File: src/rtl/cdc_tx_arbiter.sv
// -----------------------------------------------------------------------------
// cdc_tx_arbiter
//   Source-domain front end of the multi-bit CDC handshake channel. Shares one
//   channel among N_REQ requesters using round-robin arbitration. It captures
//   the winning word and drives the 4-phase vld/ack handshake toward the
//   synchroniser. The block runs entirely in clk_i. sync_ack_i is already
//   synchronised into clk_i.
//
// Parameters
//   N_REQ   number of requesters (>= 2)
//   DW      data word width
//   TO_CYC  ack timeout in clk_i cycles (CDC_ARB_TIMEOUT_EN builds only)
//
// Ports
//   clk_i        source-domain clock
//   rst_i        synchronous reset, active-high
//   req_i        per-requester request level
//   din_i        packed words, requester k at [k*DW +: DW]
//   gnt_o        one-hot 1-cycle pulse: word k captured
//   sync_vld_o   channel valid (4-phase request)
//   sync_dout_o  word to channel, stable while sync_vld_o=1
//   sync_ack_i   channel ack, synchronised to clk_i
//   busy_o       1 while the FSM is outside IDLE
//   err_o        1-cycle pulse on ack timeout
//
// Optional feature macro
//   CDC_ARB_TIMEOUT_EN  enables the WAIT_ACK timeout counter. When this macro
//                       is undefined, WAIT_ACK waits indefinitely and err_o
//                       is tied to 0.
// -----------------------------------------------------------------------------
module cdc_tx_arbiter #(
    parameter int N_REQ  = 4,
    parameter int DW     = 8,
    parameter int TO_CYC = 64
) (
    input  logic               clk_i,
    input  logic               rst_i,
    input  logic [N_REQ-1:0]    req_i,
    input  logic [N_REQ*DW-1:0] din_i,
    output logic [N_REQ-1:0]    gnt_o,
    output logic               sync_vld_o,
    output logic [DW-1:0]      sync_dout_o,
    input  logic               sync_ack_i,
    output logic               busy_o,
    output logic               err_o
);

    localparam int          PW = (N_REQ > 1) ? $clog2(N_REQ) : 1;
    localparam int unsigned NR = N_REQ;

    typedef enum logic [1:0] {
        ST_IDLE     = 2'd0,
        ST_WAIT_ACK = 2'd1,
        ST_WAIT_REL = 2'd2
    } state_t;

    state_t            r_state;
    state_t            w_state_nxt;
    logic [PW-1:0]     r_rr_ptr;
    logic [PW-1:0]     w_rr_ptr_nxt;
    logic [N_REQ-1:0]  w_gnt_nxt;
    logic              w_vld_nxt;
    logic [DW-1:0]     w_dout_nxt;
    logic              w_busy_nxt;

    logic              w_found;
    logic [PW-1:0]     w_winner;
    int unsigned       w_idx;

`ifdef CDC_ARB_TIMEOUT_EN
    localparam int CW = $clog2(TO_CYC + 1);
    logic [CW-1:0]     r_to_cnt;
    logic [CW-1:0]     w_to_cnt_nxt;
    logic [CW-1:0]     w_to_cnt_inc;
    logic              w_err_nxt;
`endif

    // Round-robin search: scan from r_rr_ptr upward, wrapping modulo N_REQ.
    // The first requester found wins.
    always_comb begin
        w_found  = 1'b0;
        w_winner = '0;
        w_idx    = 0;
        for (int unsigned i = 0; i < NR; i++) begin
            w_idx = (int'(r_rr_ptr) + i) % NR;
            if (!w_found && req_i[w_idx]) begin
                w_found  = 1'b1;
                w_winner = PW'(w_idx);
            end
        end
    end

    always_comb begin
        w_state_nxt  = r_state;
        w_rr_ptr_nxt = r_rr_ptr;
        w_gnt_nxt    = '0;
        w_vld_nxt    = sync_vld_o;
        w_dout_nxt   = sync_dout_o;
`ifdef CDC_ARB_TIMEOUT_EN
        w_to_cnt_nxt = r_to_cnt;
        w_to_cnt_inc = r_to_cnt + 1'b1;
        w_err_nxt    = 1'b0;
`endif
        case (r_state)
            ST_IDLE: begin
                w_vld_nxt = 1'b0;
                // A still-high ack belongs to the previous handshake and
                // holds off the next launch.
                if (w_found && !sync_ack_i) begin
                    w_gnt_nxt[w_winner] = 1'b1;
                    w_dout_nxt          = din_i[w_winner*DW +: DW];
                    w_vld_nxt           = 1'b1;
                    w_state_nxt         = ST_WAIT_ACK;
                    w_rr_ptr_nxt        = (w_winner == PW'(N_REQ - 1)) ? '0 : w_winner + 1'b1;
`ifdef CDC_ARB_TIMEOUT_EN
                    w_to_cnt_nxt        = '0;
`endif
                end
            end
            ST_WAIT_ACK: begin
                w_vld_nxt = 1'b1;
                if (sync_ack_i) begin
                    w_vld_nxt   = 1'b0;
                    w_state_nxt = ST_WAIT_REL;
                end
`ifdef CDC_ARB_TIMEOUT_EN
                else if (w_to_cnt_inc == CW'(TO_CYC)) begin
                    // Word is dropped. rr_ptr keeps the value it already
                    // advanced to.
                    w_err_nxt    = 1'b1;
                    w_vld_nxt    = 1'b0;
                    w_state_nxt  = ST_WAIT_REL;
                    w_to_cnt_nxt = w_to_cnt_inc;
                end else begin
                    w_to_cnt_nxt = w_to_cnt_inc;
                end
`endif
            end
            ST_WAIT_REL: begin
                w_vld_nxt = 1'b0;
                if (!sync_ack_i) begin
                    w_state_nxt = ST_IDLE;
                end
            end
            default: begin
                w_vld_nxt   = 1'b0;
                w_state_nxt = ST_IDLE;
            end
        endcase
        w_busy_nxt = (w_state_nxt != ST_IDLE);
    end

    always_ff @(posedge clk_i) begin
        if (rst_i) begin
            r_state     <= ST_IDLE;
            r_rr_ptr    <= '0;
            gnt_o       <= '0;
            sync_vld_o  <= 1'b0;
            sync_dout_o <= '0;
            busy_o      <= 1'b0;
        end else begin
            r_state     <= w_state_nxt;
            r_rr_ptr    <= w_rr_ptr_nxt;
            gnt_o       <= w_gnt_nxt;
            sync_vld_o  <= w_vld_nxt;
            sync_dout_o <= w_dout_nxt;
            busy_o      <= w_busy_nxt;
        end
    end

`ifdef CDC_ARB_TIMEOUT_EN
    always_ff @(posedge clk_i) begin
        if (rst_i) begin
            r_to_cnt <= '0;
            err_o    <= 1'b0;
        end else begin
            r_to_cnt <= w_to_cnt_nxt;
            err_o    <= w_err_nxt;
        end
    end
`else
    assign err_o = 1'b0;
`endif

endmodule
File: config.mk
export PLATFORM = sky130hd
export DESIGN_NAME = cdc_tx_arbiter
export DESIGN_NICKNAME = d
export VERILOG_FILES = /design/src/rtl/cdc_tx_arbiter.sv
export SDC_FILE = /design/constraint.sdc
export NUM_CORES = 1
export LEC_CHECK = 0
export ABC_CLOCK_PERIOD_IN_PS = 2200
export CAP_MARGIN = 20
export CELL_PAD_IN_SITES_DETAIL_PLACEMENT = 0
export CELL_PAD_IN_SITES_GLOBAL_PLACEMENT = 2
export CORE_ASPECT_RATIO = 0.6
export CORE_MARGIN = 4
export CORE_UTILIZATION = 21
export CTS_BUF_LIST = sky130_fd_sc_hd__clkbuf_2 sky130_fd_sc_hd__clkbuf_4 sky130_fd_sc_hd__clkbuf_8
export DETAILED_ROUTE_END_ITERATION = 7
export PLACE_DENSITY_LB_ADDON = 0.1
export SLEW_MARGIN = 40
export SYNTH_ARGS = -nofsm -noshare
export SYNTH_HDL_FRONTEND = slang
export SYNTH_SLANG_ARGS = --single-unit
File: constraint.sdc
create_clock -name clk_i -period 2.2 [get_ports clk_i]
set_input_delay 0.44 -clock clk_i [delete_from_list [all_inputs] [get_ports clk_i]]
set_output_delay 0.44 -clock clk_i [all_outputs]
set_load 0.02 [all_outputs]
* After elaboration in Yosys (flattened, before gate mapping) *
Cells that the tools add are included.

word-level totals
  logic and storage cells = 61
  register bits after elaboration = 18
  output and inout port bits = 15
  bits of input ports = 39

cells by class
  eq/ne operators = 3
  bitwise gates (word level) = 2
  multiplexer cells = 26
  $lt $le $gt $ge = 6
  reduce and logical (&&, ||, !) cells = 13
  shifts and indexed selects = 1
  $add $sub $neg = 4

operators by type and width
  cell                                                 number
  indexed part select 32 x 6 -> 8 bit                  1
  2-to-1 mux 2 bit                                     8
  < comparator 2 x 3 -> 1 bit, second input constant   5
  2-to-1 mux 1 bit                                     11
  binary-select mux 1 bit (select 2 bit)               4
  one-hot mux 2 bit (3 select lines)                   1
  logical AND 1 bit                                    5
  adder 2 x 1 -> 2 bit, second input constant          2
  adder 2 bit, second input constant                   2
  equality test 2 bit, second input constant           2
  logical NOT 1 bit                                    4
  OR reduction 3 bit                                   1
  demux 1 bit (select 2 bit)                           1
  equality test 2 x 1 -> 1 bit, second input constant  1
  >= comparator 2 x 1 -> 1 bit, second input constant  1
  logical NOT 2 bit                                    1
  NOT 1 bit                                            2
  one-hot mux 1 bit (2 select lines)                   1
  AND reduction 2 bit                                  1
  nonzero test 2 bit                                   1

* Longest topological paths before layout *
  depth after elaboration = 16
  gate-level depth with buffers = 8
  mapped depth without buffers = 6

* Least setup slack after synthesis *
Ideal clock, no wire load.

  path kind = input to register
  from = input req_i[0]
  to = register r_rr_ptr[1]
  cell stages on the path = 8
  arrival time = 1527 ps
  path buffers = 2
  library setup time = 114 ps
  required time = 2086 ps
  setup slack = 558 ps
  path through = a21o_1 > a21oi_1 > o22a_2 > buf_6 > buf_12 > ha_1 > mux2i_1 > nor2_1

on the way
  longest elaborated chain between the ends = 14
  elaborated cells on any way between the ends = 27
  those cells by class = add/sub: 1; eq/ne: 1; mux: 17; reduce/logical: 8

RTL lines
  element                                                         RTL line  text
  start, declared                                                 38        input logic [N_REQ-1:0] req_i,
  binary-select mux 1 bit (select 2 bit)                          86        if (!w_found && req_i[w_idx]) begin
  2-to-1 mux 1 bit (not written as such)                          86
  2-to-1 mux 1 bit                                                86
  logical NOT 1 bit                                               86
  logical AND 1 bit                                               86
  2-to-1 mux 1 bit                                                86
  logical NOT 1 bit                                               86
  logical AND 1 bit                                               86
  2-to-1 mux 1 bit                                                86
  logical NOT 1 bit                                               86
  logical AND 1 bit                                               86
  2-to-1 mux 2 bit / 2-to-1 mux 1 bit (equally long branches)     86
  adder 2 x 1 -> 2 bit (tied with other cells)                    114       w_rr_ptr_nxt = (w_winner == PW'(N_REQ - 1)) ? '0 : w_winner + 1'b1;
  2-to-1 mux 2 bit / AND reduction 2 bit (equally long branches)  n/a
  end signal, assigned                                            163       r_rr_ptr <= w_rr_ptr_nxt;
  end, declared                                                   59        logic [PW-1:0] r_rr_ptr;

Several ways; a longest one is shown, not always the timed one. The select of a mux whose other input is x is not followed.
A chain may end at the register's enable or synchronous reset.

* Final worst setup path *
  from = input req_i[1]
  to = register sync_dout_o[2]

on the way
  longest elaborated chain between the ends = 14
  elaborated cells on any way between the ends = 25
  those cells by class = shift: 1; mux: 16; reduce/logical: 8

RTL lines
  element                                                                          RTL line  text
  branches (longest 14 deep; another with binary-select mux 1 bit (select 2 bit))  n/a
  end signal, assigned                                                             166       sync_dout_o <= w_dout_nxt;
  end, declared                                                                    42        output logic [DW-1:0] sync_dout_o,

Parallel ways; which one is timed is not known. The select of a mux whose other input is x is not followed.

==> results.md <==
| Stage | Item | This run |
| --- | --- | --- |
| placed design | Final estimated routing congestion in global placement | 0.700 |
| worst hold path | End point of the most critical hold path | sync_dout_o[4]$_SDFFE_PP0P_ |
| logic synthesis | Number of enable flip-flop cells after synthesis | 0 |
| global route | Via count of the first global-routing pass | 841 |
| finish | Count of antenna diodes in the layout | 0 |
| sta | Number of setup violations in the final report | 0 |
| finish | Share of final-layout standard cells stronger than drive strength 1 | 8.00% |
| sta | Max Fclk | 496 MHz |
| sta | Fin. Hold Viols | 0 |
| clocking | Clock transition at the registers of the reported paths | 0.07 ns |
| worst hold path | Worst min-delay path startpoint | sync_dout_o[4]$_SDFFE_PP0P_ |
| global route | Global-route wire length before repair | 3850 um |
| sta | Fin. max-slew vios | 0 |
| route | First-pass iteration count of the detailed router | 4 |
| pwr | Static Leak | 0.625 nW |
| logic synthesis | Ys async rst share | 0% |
| sta | Worst Hold Margin | 0.490 ns |
| route | Drt wl/cell | 12.1 um |
| run | Max-cap check violation count | 0 |
| logic synthesis | Synth Area in XOR/XNOR | 0.931% |
| clocking | CTS tree | built |
| die | Standard cell core area | 4210 um2 |
| logic synthesis | Post-Synthesis Net Count | 137 |
| placed design | HPWL after DPL | 2060 um |
| worst setup path | Crit Reg-Reg Endpoint | sync_dout_o[2]$_SDFFE_PP0P_ |
| logic synthesis | Count leader, synth | dfxtp_1 |
| finish | Net count, final | 194 |
| logic synthesis | Leading area contributor after synthesis | dfxtp_1 |
| worst setup path | Worst EP required | 2.32 ns |
| finish | Area added between synthesis and finish | 68.7% |
| pwr | Total design power | 0.938 mW |
| die | Starting Density | 22.3% |
| clocking | Clock root buffer | clkbuf_8 |
| placed design | Total cell area at the placement stage | 1530 um2 |
| global route | Sum of overflow across all layers after global routing | 0 |
| worst setup path | CP Data Arrival Time | 2.13 ns |
| logic synthesis | Main combinational cell family by area after synthesis | multiplexers |
| clocking | Number of hold buffers added after CTS | 0 |
| worst setup path | Startpoint of the worst register-to-register path | r_rr_ptr[0]$_SDFFE_PP0P_ |
| global route | Largest net degree at the start of global routing | 19 |
| die | Chip height | 59.9 um |
| sta | Worst clock skew on the final layout | 0.00204 ns |
| logic synthesis | Total of flip-flops plus latches after synthesis | 18 |
| logic synthesis | Cell variety after synth | 29 |
| die | Total die area | 5650 um2 |
| clocking | Cts repair resizes | 0 |
| worst setup path | Reg-to-reg slack, setup | 0.56 ns |
| logic synthesis | Largest cells by area after synthesis | dfxtp_1 38%, mux2i_1 18%, o221ai_1 7.4%, ha_1 5.3%, nand3_1 4.3% |
| logic synthesis | Number of instances in the synthesized netlist | 94 |
| route | Initial DRC Count | 20 |
| worst setup path | Crit-path max FO | 8 |
| global route | Number of antenna violations at the first check in global routing | 0 |
| worst setup path | Critical Path End Type | flip-flop |
| logic synthesis | Fraction of synthesized area in multiplexers | 18.1% |
| logic synthesis | Post-synthesis sequential area ratio | 38.3% |
| clocking | Cts bufs inserted | 3 |
| finish | Filler instances | 435 |
| logic synthesis | Syn Std Cell Area | 941 um2 |
| route | Vias per Instance | 4.19 |
| global route | Tot GR Track Use | 9.23% |
| route | DRT Wirelength | 2540 um |
| sta | Final-layout setup total negative slack | 0 ns |
| sta | Post-route minimum period | 2.01 ns |
| finish | Design Area, Final | 1590 um2 |
| die | Row count | 18 |
| sta | Unrepaired setup endpoints after global routing | false |
| worst setup path | Startpoint type of the worst setup path | primary input |
| logic synthesis | Top FF cell, synth | dfxtp_1 |
| die | Number of ports placed on the die boundary | 54 |
| clocking | H-tree depth | 1 |
| logic synthesis | Top cells by instance count after synthesis | 18 x dfxtp_1, 17 x mux2i_1, 8 x nand3_1, 8 x o221ai_1, 5 x inv_1 |
| logic synthesis | Post-Synthesis Mean Instance Area | 10.0 um2 |
| route | Number of remaining DRC errors | 0 |
| worst hold path | Number of stages on the worst hold path | 2 |
| clocking | Maximum clock insertion buffer count | 2 |
| die | Die extent in x | 94.4 um |
| run status | Run status | complete, no violations |
| worst hold path | Hold crit path type | flip-flop to flip-flop |
| clocking | Post-CTS setup buffer count | 0 |
| worst setup path | Crit Path Category | primary input to flip-flop |
| sta | Share of the cycle needed by the critical path after routing | 91.6% |
| placed design | Port Buffer Count | 52 |
| clocking | Source-to-sink clock delay at the later pin of the worst-skew pair | 0.25 ns |
| worst setup path | Worst Reg-to-Reg Cells | 6 |
| logic synthesis | Simple-gate portion of the synthesized area | 15.8% |
| logic synthesis | Compound-gate portion of the synthesized area | 13.8% |
| logic synthesis | Arithmetic-cell share of the synthesized area counting full adders, half adders and majority gates | 5.32% |
| logic synthesis | Fraction of synthesized cell area taken by the top area cell type | 38.3% |
| logic synthesis | Yosys synthesis warning count | 0 |
| route | Vias | 879 |
| pwr | Power per unit of standard cell area | 591 nW/um2 |
| route | Routed Antenna Nets | 0 |
| pwr | VDD IR-drop max | 239 uV |
| clocking | Sinks on the clock net | 18 |
flip-flops by register name, summed over array words and instances, names as in the netlist:
| signal | count |
|---|---|
| r_rr_ptr | 2 |
| busy_o | 1 |
| gnt_o | 4 |
| r_state | 2 |
| sync_vld_o | 1 |
| sync_dout_o | 8 |
power breakdown:
part,internal [mW],switching (mW),total [mW]
Combinational,0.169,0.131,0.300
Clock,0.159,0.107,0.266
Sequential,0.355,0.0174,0.373
Total,0.682,0.256,0.938
final cells by class:
type / count / area (um2) / area share (%)
Tap cell: 60 / 75.1 / 4.73
Timing Repair Buffer: 56 / 563 / 35.5
Clock buffer: 4 / 55.1 / 3.47
Inverter: 6 / 22.5 / 1.42
Multi-Input combinational cell: 66 / 512 / 32.2
Sequential cell: 18 / 360 / 22.7
through the flow:
stage | util (%) | setup slack [ns] | instances
floorplan | - | 0.558 | 94
CTS | 37.7 | 0.198 | 210
detailed placement | 36.4 | -0.0814 | 206
global route | 37.7 | 0.0353 | 210
global placement | 36.4 | -0.105 | 206
finish | 37.7 | 0.185 | 210
worst max-delay path, cell delays in order:
cell,delay (ns)
clkdlybuf4s50_1,0.54
nand2b_1,0.13
a21oi_1,0.07
a211oi_2,0.37
inv_1,0.14
nand2_1,0.28
o221ai_1,0.16
layer usage:
layer	track usage [%]	part of all wire (%)	vias to the layer above
li1	-	-	455
met1	11.2	45	396
met2	14.5	45	26
met3	4.78	8.7	2
met4	2.47	1.1	0
met5	0	0	-
cell usage in the layout, fill, tap and decap left out, types with 2 or more instances in the layout:
cell type and count:
nand3_1 8, mux2i_1 17, nor2_1 4, inv_1 5, buf_4 3, ha_1 4
dfxtp_1 18, o221ai_1 8, a21oi_1 3, clkdlybuf4s50_1 52, nand2_1 2, clkbuf_8 4
nor4_1 2, and2_1 4
cells by family (layout without fill, tap and decap cells):
family | after synthesis | in the layout
xor+xnor | 1 | 1
fa+ha+maj | 4 | 4
simple gates | 27 | 27
other cells | 1 | 1
compound gates | 16 | 16
buf+inv | 10 | 66
flops | 18 | 18
mux | 17 | 17
worst max path at each step:
stage	startpoint	to	slack (ns)
6_report	req_i[1]	sync_dout_o[2]$_SDFFE_PP0P_	0.19
5_1_grt	req_i[1]	sync_dout_o[0]$_SDFFE_PP0P_	0.04
4_1_cts	req_i[1]	sync_dout_o[3]$_SDFFE_PP0P_	0.20
3_5_place_dp	req_i[1]	sync_dout_o[3]$_SDFFE_PP0P_	-0.08
3_3_place_gp	req_i[1]	sync_dout_o[2]$_SDFFE_PP0P_	-0.11
2_1_floorplan	req_i[0]	r_rr_ptr[1]$_SDFFE_PP0P_	0.56
Power figures use the tool's default switching activity.
==> patch, RTL diff (config.mk and constraints unchanged) <==
Take the reset off `sync_dout_o` and load it in a clocked block of its own.
--- a/src/rtl/cdc_tx_arbiter.sv
+++ b/src/rtl/cdc_tx_arbiter.sv
@@ -157,5 +157,4 @@
             gnt_o       <= '0;
             sync_vld_o  <= 1'b0;
-            sync_dout_o <= '0;
             busy_o      <= 1'b0;
         end else begin
@@ -164,7 +163,10 @@
             gnt_o       <= w_gnt_nxt;
             sync_vld_o  <= w_vld_nxt;
-            sync_dout_o <= w_dout_nxt;
             busy_o      <= w_busy_nxt;
         end
+    end
+
+    always_ff @(posedge clk_i) begin
+        sync_dout_o <= w_dout_nxt;
     end
 
Formal check against the unedited RTL: not equivalent (a bounded check fails within 4 cycles, from zero or initial values and one cycle with rst_i high).
==> patch against the unedited design <==
  * Hold slack better by 74 ps
  * Area after synthesis up 7.3%
  * Total power up 6.0%
  * Sequential share of layout area up 3.4 points
  * Clock skew up 3.3 ps
  * Final area up 6.5%
  * Register-to-register slack worse by 80 ps
  * Wire length down 3.3%
  * Non-clock buffer count up 1
  * Sequential cell count unchanged
  * Die area up 6.5%
  * Worst setup slack better by 130 ps
  * Largest power group unchanged
==> patch: results (changes against the unedited design) <==
* Outcome: completed
* Reg-to-reg startpoint: r_rr_ptr[1]$_SDFFE_PP0P_
* Number of global-route vias before repair at 865 (+2.9%)
* R2r endpoint: gnt_o[0]$_SDFF_PP0_
* Synth unique cells at 26 (-10%)
* Gpl congestion at 0.683 (-2.4%)
* Routed length per placed instance at 11.9 µm (-1.5%)
* Layout cells sized above 1 at 9.09% (+1.1 points)
* Worst VDD drop at 0.254 mV (+6.1%)
* Skew final at 5.31 ps (+3.27 ps)
* GR Util met2 at 13.6% (-0.88 points)
* Sw Pwr at 0.260 mW (+1.6%)
* CP Launch Point: req_i[0]
* Via density at 4.00 (-4.4%)
* Buffers, non-clock at 57 (+1.8%)
* Seq cells at 18 (unchanged)
* Crit path capture: r_rr_ptr[1]$_SDFFE_PP0P_
* Routed met3 length at 215 µm (-3.2%)
* Layout non-clock buf frac at 35.2% (-0.23 points)
* Clock latency on the worst-skew pair at 250 ps (about the same)
* Crit-path max FO at 9 (+1)
* M1 GR Usage at 10.4% (-0.79 points)
* Number of clock buffers in the layout at 4 (unchanged)
* Clock Network Area Fraction at 3.26% (-0.21 points)
* Worst R2R Path Depth at 7 (+1)
* Routed wire length at 2.46 mm (-3.3%)
* Filler cells at 485 (+11%)
* Fraction of area in multi-input gates at 29.7% (-2.5 points)
* Clock share of power at 27.2% (-1.1 points)
* Multi-input gate count at 59 (-11%)
* Top cells by instance count after synthesis: mux2i_1 (25), dfxtp_1 (10), edfxtp_1 (8), inv_1 (5)
* Hold depth at 1 (-1)
* Final nets at 187 (-3.6%)
* CP max-delay cell: or4_1
* GR Util met3 at 3.79% (-0.99 points)
* Logic inverters at 5 (-1)
* Clk slew on worst S/H paths at 70 ps (about the same)
* Synth area leaders: mux2i_1 (25%), edfxtp_1 (24%), dfxtp_1 (20%), ha_1 (5.0%), buf_12 (4.0%)
* Avg Cell Area, Syn at 11.7 µm² (+17%)
* Met2 WL at 1.03 mm (-10%)
* First-pass GRT wire length at 4.00 mm (+3.9%)
* Largest stage delay, worst path at 620 ps (+80 ps)
* Worst Path Arrival at 2020 ps (-110 ps)
* GRT Total Usage at 8.40% (-0.83 points)
* Sequential portion of the cell area at 26.1% (+3.4 points)
* R2R setup slack at 480 ps (-80 ps)
* EDFF count, synth at 8 (+8)
* DR pass1 iterations at 3 (-1)
patch: changes by cell type after synthesis, sizes merged, moves of 2 or more:
cell    before  now
dfxtp       18   10
edfxtp       0    8
mux2i       17   25
nand3        8    0
o221ai       8    0
a21oi        3    5
patch: cells by family (layout without fill, tap and decap cells):
logic type / after synthesis / count (layout) / synth area share (%)
AOI/OAI and AO/OA: 10 / 10 / 8.18
DFF: 18 / 18 / 43.6
other: 1 / 1 / 0.371
adders and majority gates: 4 / 4 / 4.96
muxes: 25 / 25 / 24.8
buffers and inverters: 9 / 66 / 7.31
xor gates and xnor gates: 1 / 1 / 0.868
and+or+nand+nor: 18 / 18 / 9.91
patch: metrics by stage:
stage / cell area (µm²) / total power [mW] / worst slack (ps)
floorplan: 1010 / 0.579 / 540
global placement: 1640 / 0.735 / 13.2
detailed placement: 1640 / 0.738 / 31.2
CTS: 1690 / 1.01 / 305
global route: 1690 / 1.05 / 218
finish: 1690 / 0.994 / 316
patch: worst max-delay path, delay by kind of cell:
family,cells,cell delay (ps)
compound gates,1,60
buf+inv,2,670
simple gates,3,860
patch: how the worst min path moves through the flow:
| stage | end | slack, ps | from |
|---|---|---|---|
| 2_1_floorplan | r_state[0]$_SDFF_PP0_ | 500 | r_state[1]$_SDFF_PP0_ |
| 3_3_place_gp | r_state[0]$_SDFF_PP0_ | 530 | r_state[1]$_SDFF_PP0_ |
| 3_5_place_dp | busy_o$_SDFF_PP0_ | 550 | r_state[1]$_SDFF_PP0_ |
| 4_1_cts | r_state[0]$_SDFF_PP0_ | 560 | r_state[1]$_SDFF_PP0_ |
| 5_1_grt | busy_o$_SDFF_PP0_ | 610 | r_state[1]$_SDFF_PP0_ |
| 6_report | r_state[0]$_SDFF_PP0_ | 560 | r_state[1]$_SDFF_PP0_ |
